### config.mk
export PLATFORM = sky130hd
export DESIGN_NAME = bus_xfer_sequencer
export DESIGN_NICKNAME = d
export VERILOG_FILES = /design/src/rtl/bus_xfer_sequencer.sv
export SDC_FILE = /design/constraint.sdc
export NUM_CORES = 1
export LEC_CHECK = 0
export CAP_MARGIN = 20
export CORE_MARGIN = 4
export CORE_UTILIZATION = 50
export DETAILED_ROUTE_END_ITERATION = 10
export DONT_BUFFER_PORTS = 1
export HOLD_SLACK_MARGIN = 0.12
export PLACE_DENSITY_LB_ADDON = 0.3
export SETUP_SLACK_MARGIN = 0.15
export SYNTH_ARGS = -nofsm -noshare
export SYNTH_HDL_FRONTEND = slang
export SYNTH_SLANG_ARGS = --single-unit
### constraint.sdc
create_clock -name clock_i -period 2.5 [get_ports clock_i]
set_input_delay 0.375 -clock clock_i [delete_from_list [all_inputs] [get_ports clock_i]]
set_output_delay 0.375 -clock clock_i [all_outputs]
set_load 0.1 [all_outputs]
### src/rtl/bus_xfer_sequencer.sv
// Command-driven generator of one-hot bus source/destination strobes, fed from a small FIFO.
// Optional macro BUSSEQ_FAST_EN: non-MDR sources skip DRIVE and go straight to LATCH.
module bus_xfer_sequencer #(
    parameter int FIFO_DEPTH = 4,
    parameter int CODE_W     = 5
) (
    input  logic              clock_i,
    input  logic              clear_i,
    input  logic              cmd_valid_i,
    output logic              cmd_ready_o,
    input  logic [CODE_W-1:0] cmd_src_i,
    input  logic [CODE_W-1:0] cmd_dst_i,
    input  logic              mem_ready_i,
    input  logic              stall_i,
    output logic [23:0]       src_out_o,
    output logic [23:0]       dst_in_o,
    output logic              xfer_done_o,
    output logic              cmd_err_o,
    output logic              busy_o
);
    localparam int PTR_W     = (FIFO_DEPTH > 1) ? $clog2(FIFO_DEPTH) : 1;
    localparam int CNT_W     = PTR_W + 1;
    localparam int NUM_CODES = 24;
    localparam int SRC_MDR   = 21;

    // IDLE: no transfer | DRIVE: source only | WAIT: MDR source, memory not ready | LATCH: source + dest
    typedef enum logic [1:0] {S_IDLE, S_DRIVE, S_WAIT, S_LATCH} state_t;

    logic [CODE_W-1:0] src_mem_q [FIFO_DEPTH];
    logic [CODE_W-1:0] dst_mem_q [FIFO_DEPTH];
    logic [PTR_W-1:0]  wr_ptr_q, rd_ptr_q;
    logic [CNT_W-1:0]  count_q, count_d;
    logic              ready_q;
    logic              push, pop, can_pop;
    state_t            state_q, state_d;
    logic [23:0]       src_q, src_d, dst_q, dst_d, pend_q, pend_d;
    logic              done_q, done_d, err_q, err_d;
    logic [CODE_W-1:0] head_src, head_dst;
    logic              head_legal;

    function automatic logic [23:0] onehot(input logic [CODE_W-1:0] code);
        onehot = 24'd1 << code;
    endfunction

    assign push       = cmd_valid_i && ready_q;
    assign head_src   = src_mem_q[rd_ptr_q];
    assign head_dst   = dst_mem_q[rd_ptr_q];
    assign head_legal = (int'(head_src) < NUM_CODES) && (int'(head_dst) < NUM_CODES);

    always_comb begin
        count_d = count_q;
        if (push && !pop)
            count_d = count_q + 1'b1;
        else if (!push && pop)
            count_d = count_q - 1'b1;
    end

    always_comb begin
        state_d = state_q;
        src_d   = src_q;
        dst_d   = dst_q;
        pend_d  = pend_q;
        done_d  = 1'b0;
        err_d   = 1'b0;
        pop     = 1'b0;
        can_pop = (count_q != '0) && !stall_i;
        case (state_q)
            S_IDLE: begin
                src_d = '0;
                dst_d = '0;
                pop   = can_pop;
            end
            S_DRIVE: begin
                if (!stall_i) begin
                    if (src_q[SRC_MDR] && !mem_ready_i) begin
                        state_d = S_WAIT;
                    end else begin
                        state_d = S_LATCH;
                        dst_d   = pend_q;
                        done_d  = 1'b1;
                    end
                end
            end
            S_WAIT: begin
                if (!stall_i && mem_ready_i) begin
                    state_d = S_LATCH;
                    dst_d   = pend_q;
                    done_d  = 1'b1;
                end
            end
            S_LATCH: begin
                if (!stall_i) begin
                    if (count_q != '0) begin
                        pop = 1'b1;
                    end else begin
                        state_d = S_IDLE;
                        src_d   = '0;
                        dst_d   = '0;
                    end
                end
            end
            default: state_d = S_IDLE;
        endcase

        // An illegal command is consumed here and replaced by a single error cycle.
        if (pop) begin
            pend_d = onehot(head_dst);
            if (!head_legal) begin
                state_d = S_IDLE;
                src_d   = '0;
                dst_d   = '0;
                done_d  = 1'b0;
                err_d   = 1'b1;
            end else begin
                src_d = onehot(head_src);
`ifdef BUSSEQ_FAST_EN
                if (int'(head_src) != SRC_MDR) begin
                    state_d = S_LATCH;
                    dst_d   = onehot(head_dst);
                    done_d  = 1'b1;
                end else begin
                    state_d = S_DRIVE;
                    dst_d   = '0;
                    done_d  = 1'b0;
                end
`else
                state_d = S_DRIVE;
                dst_d   = '0;
                done_d  = 1'b0;
`endif
            end
        end
    end

    always_ff @(posedge clock_i) begin
        if (clear_i) begin
            state_q  <= S_IDLE;
            wr_ptr_q <= '0;
            rd_ptr_q <= '0;
            count_q  <= '0;
            ready_q  <= 1'b0;
            src_q    <= '0;
            dst_q    <= '0;
            pend_q   <= '0;
            done_q   <= 1'b0;
            err_q    <= 1'b0;
        end else begin
            state_q <= state_d;
            count_q <= count_d;
            ready_q <= (count_d != CNT_W'(FIFO_DEPTH));
            src_q   <= src_d;
            dst_q   <= dst_d;
            pend_q  <= pend_d;
            done_q  <= done_d;
            err_q   <= err_d;
            if (push)
                wr_ptr_q <= wr_ptr_q + 1'b1;
            if (pop)
                rd_ptr_q <= rd_ptr_q + 1'b1;
        end
    end

    always_ff @(posedge clock_i) begin
        if (push) begin
            src_mem_q[wr_ptr_q] <= cmd_src_i;
            dst_mem_q[wr_ptr_q] <= cmd_dst_i;
        end
    end

    assign cmd_ready_o = ready_q;
    assign src_out_o   = src_q;
    assign dst_in_o    = dst_q;
    assign xfer_done_o = done_q;
    assign cmd_err_o   = err_q;
    assign busy_o      = (state_q != S_IDLE) || (count_q != '0);

endmodule

==> run metrics <==
first-pass GRT wire length 17700 µm; Max Slew Vio Count 0; DRC viols 0; die height 106 µm; GR Util met1 22.7%; grt met2 use 36.1%; final hold viol count 0; remaining global-route overflow 0; part of the cycle the worst path needs 98.9%; switching pwr 2360 µW; Worst Tran Pin Value 0.979 ns; Worst R2R End src_out_o[6]$_SDFFE_PP0P_; final WL 10800 µm; initial antenna violation count 0; most frequent cells in the layout dfxtp_1 (82), buf_4 (75), edfxtp_1 (40); Post-DP HPWL 6900 µm; Seq cells post-synth 126; Hold Startpoint clear_i; Sink Count 126; MaxCap Viol Count 0; # IOs 67; Post-Synthesis Cells 402; Critical Path AT 2.92 ns; Switching Fraction 34.9%; asr flop ratio synth 0%; Synth area leader dfxtp_1; drt first-iter violations 155; routed len/inst 17.1 µm; Initial Utilization 51.8%; Leak 0.00239 µW; # diodes 0; worst path required time 2.95 ns; worst min path class in -> reg; Critical Path Sink Type flip-flop; Flop pwr share 34.3%; commonest non-fill, non-tap cell in the layout dfxtp_1; CTS root buffer clkbuf_8; Die Wd 106 µm; min Tclk post-route 2.47 ns; Die ar. 11300 µm²; Worst-Skew Late Latency 0.52 ns; Worst-path clk slew 0.06 ns; Yosys top cell area share 35.6%; Main synth FF type dfxtp_1; Post-Syn Nets 429; Mapped Avg Cell Area 12.0 µm²; DP Area 5460 µm²; number of synthesized flops with an enable pin 40; Layout Cells excl Fill 631; outcome finished clean; Num CTS Buffers 17; Critical Path Fanout Max 4; critical path type reg -> reg; met3 track demand over resource 6.13%; R2R Path Start state_q[0]$_SDFFE_PP0P_; All-Layer GR Usage 20.4%; DP Cell Count 581; area delta synth->final 28.9%; nets 516; CTS tree built; Post-Syn Area 4830 µm²; Hold Crit Depth 2; Slew headroom 34.7%; Final Wtd Congestion 0.809; Core Region 9330 µm²; Finished Cell Area 6230 µm²; total of warnings raised by yosys 0; library cells used by synthesis 45; Clk network pwr share 34.3%; final setup TNS 0 ns; R2R Setup Slk 0.03 ns; largest net degree at the start of global routing 28; Achievable Freq 404 MHz; DR vias/cell 5.39; final setup fails 0; Post-DRT Antenna Nets 0; H-tree Lvls 4; total iterations of the first detailed-routing run 4; internal power 4390 µW; Hold EP src_out_o[21]$_SDFFE_PP0P_; unrepaired setup endpoints after global routing true; Site Rows 35; GR peak layer met2; peak supply drop 0.560 mV; Clock Skew 0.0108 ns; number of port buffers 0; Vias 3400; Comb pwr share 31.4%; clock buffer depth 2; share of cells above drive strength 1 27.7%; Area contributors post-synth dfxtp_1 (36%), edfxtp_1 (25%), a22o_1 (6.5%), mux4_2 (3.3%), a21oi_1 (3.1%); number of global-route vias before repair 3464; Startpoint Class flip-flop; R2R depth 7; power density cells 1080 nW/µm²; share of the yosys chip area belonging to registers 60.5%
[cell usage after synthesis, drive strengths merged, types with 2 or more instances]
library cell and count:
a21oi 30, a22o 36, a31oi 2, and2 5
and3 4, buf 5, clkbuf 17, dfxtp 86
edfxtp 40, ha 12, inv 11, mux2i 2
mux4 10, nand2 39, nand2b 4, nand3 25
nand3b 2, nand4b 2, nor2 13, nor2b 9
nor3 3, nor4 3, nor4b 3, nor4bb 2
o21ai 12, o22ai 2, o2bb2ai 4, or2 3
or4 2, xnor2 4, xor2 2
[metal layers]
layer	part of all wire, %	vias to the layer above	wire length, µm
met4	2.1	0	225
li1	-	1658	-
met3	4.4	18	470
met5	0	-	0
met1	40	1637	4280
met2	54	87	5780
[state kept, by name (all words and copies together) (netlist names), named ones only]
register and count:
cmd_err_o 1, src_mem_q 20, xfer_done_o 1, pend_q 24
rd_ptr_q 2, src_out_o 24, state_q 2, wr_ptr_q 2
cmd_ready_o 1, dst_in_o 24, dst_mem_q 20, count_q 3
[kinds of logic after synthesis]
| kind of cell | after synthesis | synth area share, % |
|---|---|---|
| compound gates | 90 | 13.4 |
| xor+xnor | 6 | 1.09 |
| fa+ha+maj | 13 | 3.31 |
| buf+inv | 33 | 2.90 |
| flops | 126 | 60.5 |
| mux | 12 | 5.31 |
| simple gates | 122 | 13.5 |
[power by group through the flow]
stage	sequential, µW	clock, µW	combinational [µW]
floorplan	2440	0	1390
global placement	2350	0	1900
detailed placement	2350	0	1950
CTS	2310	2340	2070
global route	2330	2450	2290
finish	2320	2320	2120
[cell type report]
type	count	area, µm²
Fill cell	689	3100
Tap cell	129	161
Clock inverter	10	75.1
Timing Repair Buffer	90	723
Sequential cell	126	2930
Multi-Input combinational cell	243	1800
Clock buffer	22	495
Inverter	11	41.3
[worst max path at each step]
stage	endpoint	slack (ns)	start
floorplan	src_out_o[6]$_SDFFE_PP0P_	-0.15	state_q[0]$_SDFFE_PP0P_
finish	src_out_o[6]$_SDFFE_PP0P_	0.03	state_q[0]$_SDFFE_PP0P_
detailed placement	src_out_o[3]$_SDFFE_PP0P_	0.0007	state_q[1]$_SDFFE_PP0P_
CTS	src_out_o[6]$_SDFFE_PP0P_	0.03	state_q[0]$_SDFFE_PP0P_
global route	src_out_o[6]$_SDFFE_PP0P_	-0.01	state_q[0]$_SDFFE_PP0P_
global placement	src_out_o[6]$_SDFFE_PP0P_	0.06	state_q[1]$_SDFFE_PP0P_
[stage by stage]
stage / utilization (%) / worst slack, ns / power [µW] / hold slack [ns]
3_3_place_gp: 58.6 / 0.0568 / 4250 / 0.440
3_5_place_dp: 58.6 / 0.000743 / 4300 / 0.444
5_1_grt: 66.8 / -0.0145 / 7080 / 0.164
6_report: 66.8 / 0.0276 / 6750 / 0.191
4_1_cts: 66.6 / 0.0340 / 6710 / 0.171
2_1_floorplan: - / -0.152 / 3830 / 0.425
[critical path: stages, from the launching register on]
cell       delay [ns]
dfxtp_2          0.33
inv_2            0.05
ha_4             0.23
or2_4            0.25
or3_4            0.34
or4_4            0.57
or4_4            0.48
o2bb2ai_2        0.14
[what timing repair did]
| item | 4_1_cts | 5_1_grt |
|---|---|---|
| pin swaps | 2 | 4 |
| buffers inserted | 3 | 1 |
| hold buffers | 14 | 0 |
| endpoints found under the setup margin | 13 | 25 |
| hold endpoints to repair | 54 | 0 |
| gates resized for setup | 4 | 4 |
Note: power is estimated with default switching activity, not from simulation.
